### config.mk
export PLATFORM = sky130hd
export DESIGN_NAME = disp_scan_ctrl
export DESIGN_NICKNAME = d
export VERILOG_FILES = /design/src/rtl/disp_scan_ctrl.sv
export SDC_FILE = /design/constraint.sdc
export NUM_CORES = 1
export LEC_CHECK = 0
export CORE_ASPECT_RATIO = 2
export CORE_MARGIN = 2
export CORE_UTILIZATION = 55
export DETAILED_ROUTE_END_ITERATION = 10
export PLACE_DENSITY = 0.88
export SETUP_SLACK_MARGIN = 0.02
export SYNTH_ARGS = -nofsm -noshare
export SYNTH_HDL_FRONTEND = slang
export SYNTH_SLANG_ARGS = --single-unit
### constraint.sdc
create_clock -name clk -period 3.3 [get_ports clk]
set_input_delay 0.495 -clock clk [delete_from_list [all_inputs] [get_ports clk]]
set_output_delay 0.495 -clock clk [all_outputs]
set_load 0.01 [all_outputs]
### src/rtl/disp_scan_ctrl.sv
// Time-multiplexed 7-segment scan controller: per-slot blanking, frame-aligned double-buffered codes, cursor blink.
// Optional DISP_SCAN_DIM_EN adds a dim input that blanks the second half of every drive interval.
module disp_scan_ctrl #(
  parameter int N_DIGITS     = 4,
  parameter int SLOT_CYC     = 50000,
  parameter int BLANK_CYC    = 64,
  parameter int BLINK_FRAMES = 32
) (
  input  logic                        clk,
  input  logic                        rst_n,
  input  logic                        en,
  input  logic                        mode,
  input  logic [3*N_DIGITS-1:0]       codes_in,
  input  logic                        update,
  input  logic [$clog2(N_DIGITS)-1:0] cursor,
`ifdef DISP_SCAN_DIM_EN
  input  logic                        dim,
`endif
  output logic [2:0]                  seg_code,
  output logic                        seg_en,
  output logic [N_DIGITS-1:0]         an_n,
  output logic                        frame_done
);

  localparam int IW = $clog2(N_DIGITS);
  localparam int CW = (SLOT_CYC > 1) ? $clog2(SLOT_CYC) : 1;
  localparam int BW = $clog2(BLINK_FRAMES + 1);

  localparam logic [CW-1:0] SLOT_LAST  = CW'(SLOT_CYC - 1);
  localparam logic [CW-1:0] BLANK_LEN  = CW'(BLANK_CYC);
  localparam logic [IW-1:0] IDX_LAST   = IW'(N_DIGITS - 1);
  localparam logic [BW-1:0] BLINK_LAST = BW'(BLINK_FRAMES - 1);
`ifdef DISP_SCAN_DIM_EN
  localparam logic [CW-1:0] DIM_START  = CW'(BLANK_CYC + (SLOT_CYC - BLANK_CYC) / 2);
`endif

  typedef enum logic [1:0] {IDLE, BLANK, DRIVE} state_t;

  state_t                state_reg, state_next;
  logic [CW-1:0]         cnt_reg, cnt_next;
  logic [IW-1:0]         idx_reg, idx_next;
  logic [3*N_DIGITS-1:0] shadow_reg;
  logic [3*N_DIGITS-1:0] pending_reg;
  logic                  pending_valid_reg;
  logic [BW-1:0]         blink_cnt_reg;
  logic                  blink_on_reg;

  logic                  frame_end;
  logic                  frame_done_next;
  logic                  blink_mask;
  logic                  dim_mask;
  logic                  seg_en_next;
  logic [2:0]            seg_code_next;
  logic [2:0]            digit_code [N_DIGITS];
  logic [N_DIGITS-1:0]   an_n_next;

  // The current cycle is the last drive cycle of the last digit.
  assign frame_end = (state_reg == DRIVE) && (cnt_reg == SLOT_LAST) && (idx_reg == IDX_LAST);

  always_comb begin
    state_next = state_reg;
    cnt_next   = cnt_reg;
    idx_next   = idx_reg;
    if (!en) begin
      state_next = IDLE;
      cnt_next   = '0;
      idx_next   = '0;
    end else begin
      if (state_reg == IDLE) begin
        cnt_next = '0;
        idx_next = '0;
      end else if (cnt_reg == SLOT_LAST) begin
        cnt_next = '0;
        idx_next = (idx_reg == IDX_LAST) ? '0 : idx_reg + 1'b1;
      end else begin
        cnt_next = cnt_reg + 1'b1;
      end
      // One slot counter spans blank and drive; the phase is a pure function of it.
      state_next = (cnt_next < BLANK_LEN) ? BLANK : DRIVE;
    end
  end

  generate
    for (genvar gi = 0; gi < N_DIGITS; gi++) begin : g_digit
      assign digit_code[gi] = shadow_reg[3*gi +: 3];
      assign an_n_next[gi]  = !((state_next == DRIVE) && (idx_next == IW'(gi)));
    end
  endgenerate

  always_comb begin
    frame_done_next = (state_next == DRIVE) && (cnt_next == SLOT_LAST) && (idx_next == IDX_LAST);
    blink_mask      = mode && !blink_on_reg && (idx_next == cursor);
`ifdef DISP_SCAN_DIM_EN
    dim_mask        = dim && (cnt_next >= DIM_START);
`else
    dim_mask        = 1'b0;
`endif
    seg_en_next     = (state_next == DRIVE) && !blink_mask && !dim_mask;
    seg_code_next   = (state_next == DRIVE) ? digit_code[idx_next] : 3'b000;
  end

  always_ff @(posedge clk or negedge rst_n) begin
    if (!rst_n) begin
      state_reg  <= IDLE;
      cnt_reg    <= '0;
      idx_reg    <= '0;
      an_n       <= '1;
      seg_en     <= 1'b0;
      seg_code   <= 3'b000;
      frame_done <= 1'b0;
    end else begin
      state_reg  <= state_next;
      cnt_reg    <= cnt_next;
      idx_reg    <= idx_next;
      an_n       <= an_n_next;
      seg_en     <= seg_en_next;
      seg_code   <= seg_code_next;
      frame_done <= frame_done_next;
    end
  end

  // Shadow only changes at frame boundaries while scanning, so a frame never shows mixed data.
  always_ff @(posedge clk or negedge rst_n) begin
    if (!rst_n) begin
      shadow_reg        <= '0;
      pending_reg       <= '0;
      pending_valid_reg <= 1'b0;
    end else if (state_reg == IDLE) begin
      if (update) begin
        shadow_reg <= codes_in;
      end
    end else if (frame_end) begin
      if (update) begin
        shadow_reg <= codes_in;
      end else if (pending_valid_reg) begin
        shadow_reg <= pending_reg;
      end
      pending_valid_reg <= 1'b0;
    end else if (update) begin
      pending_reg       <= codes_in;
      pending_valid_reg <= 1'b1;
    end
  end

  always_ff @(posedge clk or negedge rst_n) begin
    if (!rst_n) begin
      blink_cnt_reg <= '0;
      blink_on_reg  <= 1'b1;
    end else if (!en || !mode) begin
      blink_cnt_reg <= '0;
      blink_on_reg  <= 1'b1;
    end else if (frame_end) begin
      if (blink_cnt_reg == BLINK_LAST) begin
        blink_cnt_reg <= '0;
        blink_on_reg  <= !blink_on_reg;
      end else begin
        blink_cnt_reg <= blink_cnt_reg + 1'b1;
      end
    end
  end

endmodule

Yosys cells after proc, flatten, opt, wreduce, memory -nomap -nowiden
Cells that the tools add are included.
{"block": "word_totals", "regBits": 61, "in_bits": 19, "output_inout_bits": 9, "word_cells": 89}
{"block": "op_classes", "addsub": 3, "magnitude_cmp": 2, "n_eq_ne": 12, "muxes": 27, "bitwise_logic": 3, "reduce_logical": 30}
{"op": "16-bit two-way mux", "count": 4}
{"op": "12-bit two-way mux", "count": 5}
{"op": "16-bit equality test, second input constant", "count": 2}
{"op": "6-bit two-way mux", "count": 3}
{"op": "16-bit by 1-bit adder with 16-bit output, second input constant", "count": 1}
{"op": "16-bit by 7-bit < comparator with 1-bit output, second input constant", "count": 1}
{"op": "2-bit two-way mux", "count": 6}
{"op": "1-bit logical AND", "count": 11}
{"op": "2-bit equality test, second input constant", "count": 5}
{"op": "3-bit two-way mux", "count": 3}
{"op": "1-bit logical NOT", "count": 8}
{"op": "2-bit nonzero test", "count": 4}
{"op": "6-bit by 1-bit adder with 6-bit output, second input constant", "count": 1}
{"op": "3-bit binary-select mux with 2-bit select", "count": 1}
{"op": "6-bit by 5-bit equality test with 1-bit output, second input constant", "count": 1}
{"op": "3-bit AND reduction", "count": 2}
{"op": "1-bit two-way mux", "count": 5}
{"op": "2-bit logical NOT", "count": 2}
{"op": "2-bit AND reduction", "count": 2}
{"op": "3-bit greater-or-equal comparator, second input constant", "count": 1}
{"op": "3-bit inequality test, second input constant", "count": 1}
{"op": "2-bit NOT with 3-bit output", "count": 1}
{"op": "2-bit by 1-bit adder with 2-bit output, second input constant", "count": 1}
{"op": "2-bit by 1-bit equality test with 1-bit output, second input constant", "count": 1}
{"op": "other kinds (4)", "count": 5}

Logic depth before layout (Yosys ltp)
Gate-level depths: netlist (run 1).
{"block": "logic_depth", "ltp_word": 10, "mapped_depth": 8, "depth_no_buf": 7}

Worst setup path before layout (run 1)
No wires, ideal clock.
{"block": "synth_path", "kind": "flip-flop to flip-flop", "start": "reg cnt_reg[0]", "end": "reg an_n[2]", "setup_time_ns": 0.094, "arrival_time_ns": 2.013, "t_required_ns": 3.206, "setup_slack_ns": 1.192, "stages_incl_launch_ff": 8, "path_buffers": 0, "synth_period_minus_slack_ns": 2.108, "cell_sequence": "dfrtp_1 -> ha_1 -> and3_2 -> and4_4 -> xnor2_1 -> a32oi_2 -> nor4b_4 -> or4_1"}
{"block": "synth_via", "elab_chain_cells": 10, "word_cells_on_any_way": 15, "classes_between": "add/sub (1); order compare (1); eq/ne (3); mux (8); reduce/logical (2)"}
{"item": "from (decl)", "line_no": "40", "source": "logic [CW-1:0] cnt_reg, cnt_next;"}
{"item": "from (signal assigned)", "line_no": "113", "source": "cnt_reg <= cnt_next;"}
{"item": "16-bit by 1-bit adder with 16-bit output or 16-bit equality test (tied branches)", "line_no": "76, 72"}
{"item": "16-bit two-way mux", "line_no": "72", "source": "end else if (cnt_reg == SLOT_LAST) begin"}
{"item": "16-bit two-way mux", "line_no": "69", "source": "if (state_reg == IDLE) begin"}
{"item": "16-bit two-way mux", "line_no": "64", "source": "if (!en) begin"}
{"item": "16-bit by 7-bit < comparator with 1-bit output", "line_no": "79", "source": "state_next = (cnt_next < BLANK_LEN) ? BLANK : DRIVE;"}
{"item": "2-bit two-way mux", "line_no": "79"}
{"item": "2-bit two-way mux", "line_no": "64"}
{"item": "2-bit equality test", "line_no": "86", "source": "assign an_n_next[gi] = !((state_next == DRIVE) && (idx_next == IW'(gi)));"}
{"item": "1-bit logical AND *", "line_no": "86"}
{"item": "1-bit logical NOT *", "line_no": "86"}
{"item": "via an_n_next[2]", "line_no": "55", "source": "logic [N_DIGITS-1:0] an_n_next;"}
{"item": "to (signal assigned)", "line_no": "115", "source": "an_n <= an_n_next;"}
{"item": "to (decl)", "line_no": "21", "source": "output logic [N_DIGITS-1:0] an_n,"}
The timed path passes the listed nets; every way through them passes the cells marked *. The select of a mux whose other input is x is not followed.
A chain may end at the register's enable or synchronous reset.

Worst setup path in the final report (run 1)
{"block": "layout_path", "start": "reg cnt_reg[0]", "end": "reg pending_reg[3]"}
{"block": "layout_via", "elab_chain_cells": 5}
{"item": "16-bit equality test", "line_no": "58", "source": "assign frame_end = (state_reg == DRIVE) && (cnt_reg == SLOT_LAST) && (idx_reg == IDX_LAST);"}
{"item": "1-bit logical AND (2 in a row)", "line_no": "58"}
{"item": "1-bit NOT (no line)"}
{"item": "3-bit AND reduction (no line)"}
{"item": "to (signal assigned)", "line_no": "140", "source": "pending_reg <= codes_in;"}
{"item": "to (decl)", "line_no": "43", "source": "logic [3*N_DIGITS-1:0] pending_reg;"}
Every way passes these cells.

==> impl_metrics.json, run 1 <==
{
  "grt_pass1_vias": 2555,
  "synth_ff_type": "dfrtp_1",
  "worstHoldPathType": "in -> async",
  "clk_pin_slew_worst_paths_ns": 0.05,
  "cts_tree": "yes",
  "worst_slack_ns": 0.6950,
  "swShare": 0.2181,
  "worst_slew_pin_slew_ns": 0.8305,
  "synth_seq_cells": 61,
  "grt-ovfl-total": 0,
  "io_pins": 28,
  "cts_max_path_buffers": 2,
  "grt_util_all_layers": 0.2332,
  "crit_start": "cnt_reg[0]",
  "clockRootBuffer": "clkbuf_16",
  "wl_per_cell_um": 17.25,
  "cts_made_buffers": 9,
  "clock_latency_ns": 0.32,
  "antenna_cells": 0,
  "final_nets": 356,
  "syn2layout_area_growth_pct": 16.30,
  "start_util": 0.5702,
  "die_y_um": 112.8,
  "outcome": "completed",
  "syn_nets": 334,
  "post-place-ws_ns": 0.7406,
  "viasPerCell": 6.160,
  "cp.required_ns": 3.50,
  "leakagePower_nw": 1.607,
  "finalHoldViolations": 0,
  "ys_seq_area_frac": 0.4708,
  "synth_top_area_frac": 0.4304,
  "syn_area_um2": 3256,
  "synth_cells": 312,
  "core-area_um2": 5709,
  "critPathKind": "reg -> reg",
  "power.density_nw_per_um2": 495.8,
  "slew_viol_final": 0,
  "rr_worst_depth": 7,
  "drive_gt1_frac": 0.1622,
  "ys_warn_count": 0,
  "synth_cell_types": 60,
  "setup_violations": 0,
  "worstReg2RegEnd": "pending_reg[3]",
  "grt_pass1_wl_mm": 11.57,
  "power_frac_seq": 0.440,
  "crit_arrival_ns": 2.80,
  "fin_tns_setup_ns": 0,
  "ys_async_sr_fraction": 1.000,
  "timing.fmax_mhz": 383.9,
  "antenna_found_initial": 0,
  "endpoint_kind": "register",
  "regToRegStartpoint": "cnt_reg[0]",
  "crit_end": "pending_reg[3]",
  "clkPwrFrac": 0.487,
  "combinationalPowerShare": 0.073,
  "power_w": 0.001877,
  "timing.reg2reg.setup_slack_ns": 0.69,
  "yosysTopAreaCell": "dfrtp_1",
  "htreeDepth": 3,
  "max-slew-margin-rel": 0.4463,
  "critical_path.max_fanout": 13,
  "io_buffers": 27,
  "layout.cells.non_filler": 400,
  "cts.sinks": 61,
  "routed_wl_mm": 6.901,
  "dr.pass1.iters": 5,
  "dp_hpwl_mm": 4.918,
  "cts_resized": 0,
  "synthTopCellsByArea": "dfrtp_1, mux2i_1, nor2_1, dfstp_2, mux2_2",
  "grt_max_degree": 40,
  "gp_congestion": 0.9104,
  "cts_hold_buf": 0,
  "syn_area_per_cell_um2": 10.43,
  "p_int_w": 0.001468,
  "fp-row-count": 39,
  "ant_nets": 0,
  "period_needed_ns": 2.605,
  "min_period_over_period": 0.7894,
  "whs_ns": 0.2762,
  "placedCellCount": 384,
  "cts_setup_buffers": 0,
  "skew_ns": 0.006542,
  "switching_power_w": 0.0004093,
  "largest_reg_flops": 16,
  "fp.dieW_um": 58.40,
  "drc": 0,
  "cap_violations": 0,
  "startpoint_type": "register",
  "rsz0062_at_grt": "no",
  "irDropWorstVdd_mv": 0.4829,
  "synth-edff-count": 0,
  "dieArea_um2": 6588,
  "drt_iter0_drc": 106,
  "vias": 2464
}
-- power groups by stage --
stage	Combinational, W	Sequential, W	Clock, W
floorplan	0.0000850	0.000828	0
global placement	0.000130	0.000833	0
detailed placement	0.000137	0.000836	0
CTS	0.000139	0.000825	0.000918
global route	0.000153	0.000829	0.000953
finish	0.000137	0.000826	0.000914
-- worst min path at each step --
stage | from | end | slack [ns] | cells past startpoint
5_1_grt | rst_n | cnt_reg[10] | 0.33 | 1
6_report | rst_n | cnt_reg[10] | 0.28 | 1
3_3_place_gp | pending_reg[8] | pending_reg[8] | 0.47 | 1
3_5_place_dp | pending_reg[11] | pending_reg[11] | 0.49 | 1
4_1_cts | rst_n | cnt_reg[10] | 0.30 | 1
2_1_floorplan | rst_n | blink_cnt_reg[0] | 0.20 | 0
-- cell usage after synthesis, types with 5 or more instances --
cell type,n
nand4_1,10
dfstp_2,5
buf_4,5
xnor2_1,11
xor2_1,9
nor2_1,47
mux2i_1,21
a21oi_1,19
buf_2,8
nand2_1,18
nand3_1,6
mux2_2,11
o21ai_0,9
dfrtp_1,56
-- per-stage QoR --
stage          cell area (um2)    util
2_1_floorplan             3256       -
3_5_place_dp              3492  0.6117
6_report                  3786  0.6632
3_3_place_gp              3492  0.6117
4_1_cts                   3786  0.6632
5_1_grt                   3786  0.6632
-- layer usage --
layer,track usage,part of all wire
met4,0.1426,0.044
met3,0.05029,0.031
met2,0.4097,0.56
met1,0.2413,0.36
met5,0,0
-- worst max-delay path, cell delays in order (launching register included) --
cell and delay, ns:
dfrtp_1 0.41, ha_1 0.28, and4_1 0.28, and4_2 0.42
nand2_1 0.13, a21o_1 0.19, nand2_1 0.37, mux2_2 0.40
-- cell families (layout without fill, tap and decap cells) --
| logic type | after synthesis | count (layout) | share of synthesized area |
|---|---|---|---|
| mux | 34 | 34 | 0.1103 |
| simple gates | 129 | 129 | 0.2287 |
| compound gates | 43 | 43 | 0.08340 |
| xor+xnor | 20 | 20 | 0.05381 |
| fa+ha+maj | 3 | 3 | 0.01153 |
| buf+inv | 22 | 49 | 0.04150 |
| flops | 61 | 61 | 0.4708 |
-- cells in the final DEF (no fill, tap or decap), types with 10 or more instances in the layout --
master	netlist	final
a21oi_1	19	19
dfrtp_1	56	56
nand2_1	18	18
nor2_1	47	47
nand4_1	10	10
mux2_2	11	11
mux2i_1	21	21
xnor2_1	11	11
clkdlybuf4s50_1	0	26
-- cell type report --
| cell class | instances | area, um2 |
|---|---|---|
| timing repair buffer | 29 | 280.3 |
| inverter | 4 | 15.01 |
| clock inverter | 4 | 47.55 |
| fill | 418 | 1923 |
| clock buffer | 12 | 246.5 |
| tap | 61 | 76.32 |
| sequential | 61 | 1533 |
| multi-input combinational | 229 | 1588 |
Note: power is estimated with default switching activity, not from simulation.
==> inputs of run 2 (changes only) <==
--- a/config.mk
+++ b/config.mk
@@ -7,7 +7,7 @@
 export LEC_CHECK = 0
 export CORE_ASPECT_RATIO = 2
 export CORE_MARGIN = 2
-export CORE_UTILIZATION = 55
+export CORE_UTILIZATION = 52
 export DETAILED_ROUTE_END_ITERATION = 10
 export PLACE_DENSITY = 0.88
 export SETUP_SLACK_MARGIN = 0.02
==> constraint.sdc (replaced) <==
create_clock -name clk -period 2.2 [get_ports clk]
set_input_delay 0.33 -clock clk [delete_from_list [all_inputs] [get_ports clk]]
set_output_delay 0.33 -clock clk [all_outputs]
set_load 0.01 [all_outputs]
==> run 2 against run 1 <==
Flip-flop and latch count unchanged. Design area up 14%. Global-route usage up 2.2 points. Worst setup slack worse by 0.67 ns. Sequential share of layout area down 4.9 points. Clock power up 59%. Critical path depth up 1. Maximum frequency up 20%. Sequential power up 50%. First-iteration DRC count up 1.9%. Critical path type unchanged. Largest cell class unchanged. Highest routed layer unchanged.
==> impl_metrics.json, run 2 (same netlist as run 1, synthesis figures left out) <==
{
  "cts_made_buffers": 9,
  "grt-ovfl-total": 0,
  "grt_max_degree": 25,
  "viasPerCell": 6.080,
  "irDropWorstVdd_mv": 0.7222,
  "dp_hpwl_mm": 5.920,
  "startpoint_type": "register",
  "slowest_stage": "nor4b_4",
  "grt_util_all_layers": 0.2556,
  "start_util": 0.5421,
  "timing.fmax_mhz": 460.4,
  "worstHoldPathType": "in -> async",
  "ff_latch_area_um2": 1541,
  "finalHoldViolations": 0,
  "rsz0062_at_grt": "yes",
  "drt_iter0_drc": 108,
  "ant_nets": 0,
  "timing.reg2reg.setup_slack_ns": 0.03,
  "gp_congestion": 0.9686,
  "layout.cells.non_filler": 448,
  "max-slew-margin-rel": 0.6495,
  "slew_viol_final": 0,
  "cts_max_path_buffers": 2,
  "clockRootBuffer": "clkbuf_16",
  "placed_area_um2": 3797,
  "cp_cell_sequence": "ha_4 -> and3_4 -> and4_4 -> xnor2_4 -> a32oi_2 -> nor4b_4 -> buf_4 -> nor4b_2",
  "fp.dieW_um": 59.95,
  "cts_tree": "yes",
  "io_buffers": 27,
  "drc": 0,
  "dieArea_um2": 6948,
  "mostFrequentLayoutCells": "dfrtp_1, nor2_1, buf_4",
  "regToRegStartpoint": "cnt_reg[0]",
  "die_y_um": 115.9,
  "largest_reg_flops": 16,
  "min_period_over_period": 0.9872,
  "endpoint_kind": "register",
  "dr.pass1.iters": 4,
  "clock_latency_ns": 0.33,
  "final_nets": 402,
  "layout_commonest_cell": "dfrtp_1",
  "worstReg2RegEnd": "seg_code[1]",
  "multi_input_area_um2": 1688,
  "io_pins": 28,
  "leakagePower_nw": 1.876,
  "fill_cells": 408,
  "antenna_found_initial": 0,
  "crit_arrival_ns": 2.38,
  "critical_path.max_fanout": 5,
  "crit_start": "cnt_reg[0]",
  "core-area_um2": 6006,
  "worst_slew_pin_slew_ns": 0.5210,
  "post-place-ws_ns": -0.09688,
  "clk_pin_slew_worst_paths_ns": 0.05,
  "skew_ns": 0.009035,
  "antenna_cells": 0,
  "power_w": 0.002935,
  "htreeDepth": 3,
  "setup_violations": 0,
  "rr_worst_depth": 8,
  "crit_end": "seg_code[1]",
  "max_stage_delay_ns": 0.45,
  "fin_area_um2": 4328,
  "vias": 2724,
  "period_needed_ns": 2.172,
  "grt_pass1_wl_mm": 12.96,
  "critPathKind": "reg -> reg",
  "placedCellCount": 423,
  "worst_slack_ns": 0.02813,
  "power.density_nw_per_um2": 678.3,
  "cts.sinks": 61,
  "syn2layout_area_growth_pct": 32.94,
  "grt_pass1_vias": 2829,
  "cap_violations": 0,
  "fp-row-count": 40,
  "outcome": "completed",
  "wl_per_cell_um": 18.59,
  "drive_gt1_frac": 0.3091,
  "cp.required_ns": 2.41,
  "routed_wl_mm": 8.328
}
[run 2: cell types whose count changed in the layout (fill, tap and decap cells not counted), moves of 2 or more]
| cell | before | now |
|---|---|---|
| buf_12 | 0 | 2 |
| dfrtp_1 | 56 | 49 |
| dfrtp_2 | 0 | 7 |
| clkbuf_16 | 9 | 11 |
| clkbuf_8 | 1 | 3 |
| nor4b_1 | 4 | 1 |
| nor3b_1 | 2 | 0 |
| nor3b_2 | 0 | 2 |
| nor4b_2 | 0 | 3 |
| buf_4 | 2 | 42 |
[run 2: how the worst min path moves through the flow]
stage	from	endpoint	cells after the start
after floorplan	rst_n	blink_cnt_reg[0]	0
after global placement	rst_n	cnt_reg[9]	1
after detailed placement	rst_n	cnt_reg[8]	1
after CTS	pending_reg[8]	pending_reg[8]	1
after global routing	pending_reg[8]	pending_reg[8]	1
final	rst_n	cnt_reg[9]	2
[run 2: repair_timing]
item	CTS	global route
pin swaps	1	5
setup endpoints to repair	6	38
cloned	0	2
resized for setup	13	14
buffers inserted	2	4
endpoints found under the hold margin	21	0
hold buffers	1	0
[run 2: per-layer routing]
metal  GRT usage  wire length (um)  vias to the layer above
li1            -                 -                     1256
met1      0.2597              2764                     1332
met2      0.4319              4654                       81
met3     0.05022               258                       55
met4      0.2074               651                        0
met5           0                 0                        -
[run 2: where the power goes]
part | total [W] | internal, W | switching (W)
registers | 0.00124 | 0.00120 | 0.0000457
clock network | 0.00145 | 0.000965 | 0.000483
logic | 0.000245 | 0.000129 | 0.000116
total | 0.00294 | 0.00229 | 0.000644
[run 2: area by class of cell]
| type | instances | area share |
|---|---|---|
| tap | 63 | 0.01821 |
| clock buffer | 13 | 0.06245 |
| sequential | 61 | 0.3562 |
| multi-input combinational | 229 | 0.3900 |
| inverter | 4 | 0.003469 |
| timing repair buffer | 75 | 0.1599 |
| clock inverter | 3 | 0.009829 |
[run 2: metrics by stage]
| step | setup TNS [ns] | util | hold WS, ns |
|---|---|---|---|
| 6_report | 0 | 0.7206 | 0.4990 |
| 3_5_place_dp | -0.4569 | 0.6323 | 0.3222 |
| 5_1_grt | -0.2935 | 0.7206 | 0.5204 |
| 3_3_place_gp | 0 | 0.6323 | 0.3142 |
| 4_1_cts | 0 | 0.6967 | 0.4993 |
| 2_1_floorplan | 0 | - | 0.03441 |
[run 2: worst max-delay path, delay by kind of cell, from the launching register on]
kind / cells / cell delay (ns)
simple gates: 4 / 0.96
buf+inv: 1 / 0.21
flops: 1 / 0.42
fa+ha+maj: 1 / 0.17
xor+xnor: 1 / 0.13
compound gates: 1 / 0.15
==> inputs of run 3 (changes only) <==
--- a/config.mk
+++ b/config.mk
@@ -5,10 +5,10 @@
 export SDC_FILE = /design/constraint.sdc
 export NUM_CORES = 1
 export LEC_CHECK = 0
-export CORE_ASPECT_RATIO = 2
 export CORE_MARGIN = 2
 export CORE_UTILIZATION = 52
 export DETAILED_ROUTE_END_ITERATION = 10
+export GPL_TIMING_DRIVEN = 0
 export PLACE_DENSITY = 0.88
 export SETUP_SLACK_MARGIN = 0.02
 export SYNTH_ARGS = -nofsm -noshare
==> run 3 against run 2 <==
Combinational power fell by 5%. Worst setup slack worse by 0.025 ns. Utilization fell by 2.8 points. Clock power decreased by 30%. First-iteration DRC count increased by 120%. Non-clock buffer count down 13. Global-route usage is 4.5 points lower. Flip-flop and latch count unchanged. Clock skew rose by 0.0056 ns. Largest cell class unchanged.
==> impl_metrics.json, run 3 (same netlist as run 1, synthesis figures left out) <==
{
  "gp_congestion": 0.9144,
  "routed_wl_mm": 7.496,
  "leakagePower_nw": 1.794,
  "die_y_um": 83.13,
  "timing.reg2reg.setup_slack_ns": 0.003,
  "power.density_nw_per_um2": 597.5,
  "dieArea_um2": 6910,
  "grt-ovfl-total": 0,
  "drive_gt1_frac": 0.2796,
  "setup_violations": 0,
  "grt_max_degree": 34,
  "post-place-ws_ns": -0.2777,
  "viasPerCell": 5.998,
  "cap_violations": 0,
  "worstHoldPathType": "in -> async",
  "mostFrequentLayoutCells": "dfrtp_1, nor2_1, clkdlybuf4s50_1",
  "slowest_stage": "dfrtp_1",
  "crit_arrival_ns": 2.42,
  "ant_nets": 0,
  "cts.sinks": 61,
  "core-area_um2": 5991,
  "crit_family": "simple AND/OR/NAND/NOR gates",
  "clockRootBuffer": "clkbuf_8",
  "fp-row-count": 28,
  "critical_path.max_fanout": 8,
  "layout_commonest_cell": "dfrtp_1",
  "timing.fmax_mhz": 455.1,
  "wl_per_cell_um": 16.77,
  "grt_pass1_wl_mm": 11.76,
  "slew_viol_final": 0,
  "worst_slew_pin_slew_ns": 0.7564,
  "max_stage_delay_ns": 0.39,
  "cts_made_buffers": 9,
  "path_buf_inv": 2,
  "io_buffers": 27,
  "worstReg2RegEnd": "seg_code[0]",
  "max-slew-margin-rel": 0.4957,
  "outcome": "completed",
  "antenna_found_initial": 0,
  "final_nets": 389,
  "rr_worst_depth": 8,
  "endpoint_kind": "register",
  "dr.pass1.iters": 5,
  "min_period_over_period": 0.9987,
  "grt_pass1_vias": 2567,
  "cts_max_path_buffers": 2,
  "cp.required_ns": 2.42,
  "irDropWorstVdd_mv": 0.4903,
  "drt_iter0_drc": 239,
  "period_needed_ns": 2.197,
  "dp_hpwl_mm": 4.588,
  "rsz0062_at_grt": "yes",
  "startpoint_type": "register",
  "largest_reg_flops": 16,
  "finalHoldViolations": 0,
  "clock_latency_ns": 0.35,
  "worst_slack_ns": 0.002786,
  "cp_cell_sequence": "buf_6 -> nor4b_4 -> and4_4 -> nor3_1 -> a211oi_2 -> buf_4 -> o22ai_1 -> nor4b_2",
  "antenna_cells": 0,
  "htreeDepth": 3,
  "critPathKind": "reg -> reg",
  "fill_cells": 416,
  "drc": 0,
  "fp.dieW_um": 83.13,
  "cts_tree": "yes",
  "clk_pin_slew_worst_paths_ns": 0.07,
  "vias": 2681,
  "start_util": 0.5434,
  "skew_ns": 0.01460,
  "io_pins": 28,
  "syn2layout_area_growth_pct": 27.52,
  "power_w": 0.002480,
  "grt_util_all_layers": 0.2109,
  "regToRegStartpoint": "cnt_reg[4]"
}
[run 3: area by class of cell]
| cell class | instances | area (um2) | share of cell area |
|---|---|---|---|
| flip-flops and latches | 61 | 1536 | 0.3701 |
| clock inverters | 2 | 35.03 | 0.008439 |
| repair buffers | 44 | 434.2 | 0.1046 |
| well taps | 75 | 93.84 | 0.02260 |
| clock buffers | 14 | 162.7 | 0.03918 |
| inverters | 4 | 15.01 | 0.003617 |
| multi-input cells | 229 | 1739 | 0.4189 |
| plain buffers | 18 | 135.1 | 0.03255 |
[run 3: how the worst max path moves through the flow]
stage,end,start,slack (ns),cells after the start
final,seg_code[0],cnt_reg[4],0.003,8
after global routing,an_n[2],cnt_reg[1],-0.05,8
after CTS,seg_code[1],cnt_reg[10],0.02,7
after detailed placement,seg_code[2],cnt_reg[0],-0.28,7
after global placement,blink_cnt_reg[4],rst_n,-1.05,1
after floorplan,an_n[2],cnt_reg[0],0.09,7
[run 3: routing by layer]
layer | global-route usage | wire [um] | share of wire | vias to the layer above
met5 | 0 | 0 | 0 | -
met4 | 0.1148 | 258 | 0.034 | 0
met3 | 0.03678 | 329 | 0.044 | 30
met2 | 0.3468 | 3687 | 0.49 | 113
met1 | 0.2646 | 3220 | 0.43 | 1313
li1 | - | - | - | 1225
[run 3: timing repair]
action / in CTS / in global routing
endpoints found under the hold margin: 0 / 0
hold buffers: 0 / 0
endpoints found under the setup margin: 42 / 40
setup buffers: 4 / 13
gates resized for setup: 15 / 27
cloned: 0 / 1
pin swaps: 6 / 13
[run 3: per-stage QoR]
step	cell area, um2	setup TNS, ns	util	hold WS (ns)	instances
final	4151	0	0.6930	0.05782	447
after global routing	4151	-0.1992	0.6930	0.1262	447
after CTS	3931	0	0.6562	0.08214	435
after detailed placement	3635	-3.460	0.6067	0.4522	415
after global placement	3620	-62.42	0.6042	0.4741	414
after floorplan	3256	0	-	0.03441	312
[run 3: power breakdown]
group	switching, W	total (W)	internal, W
Clock	0.000427	0.00101	0.000585
Sequential	0.0000415	0.00124	0.00119
Combinational	0.000114	0.000233	0.000118
Total	0.000583	0.00248	0.00190
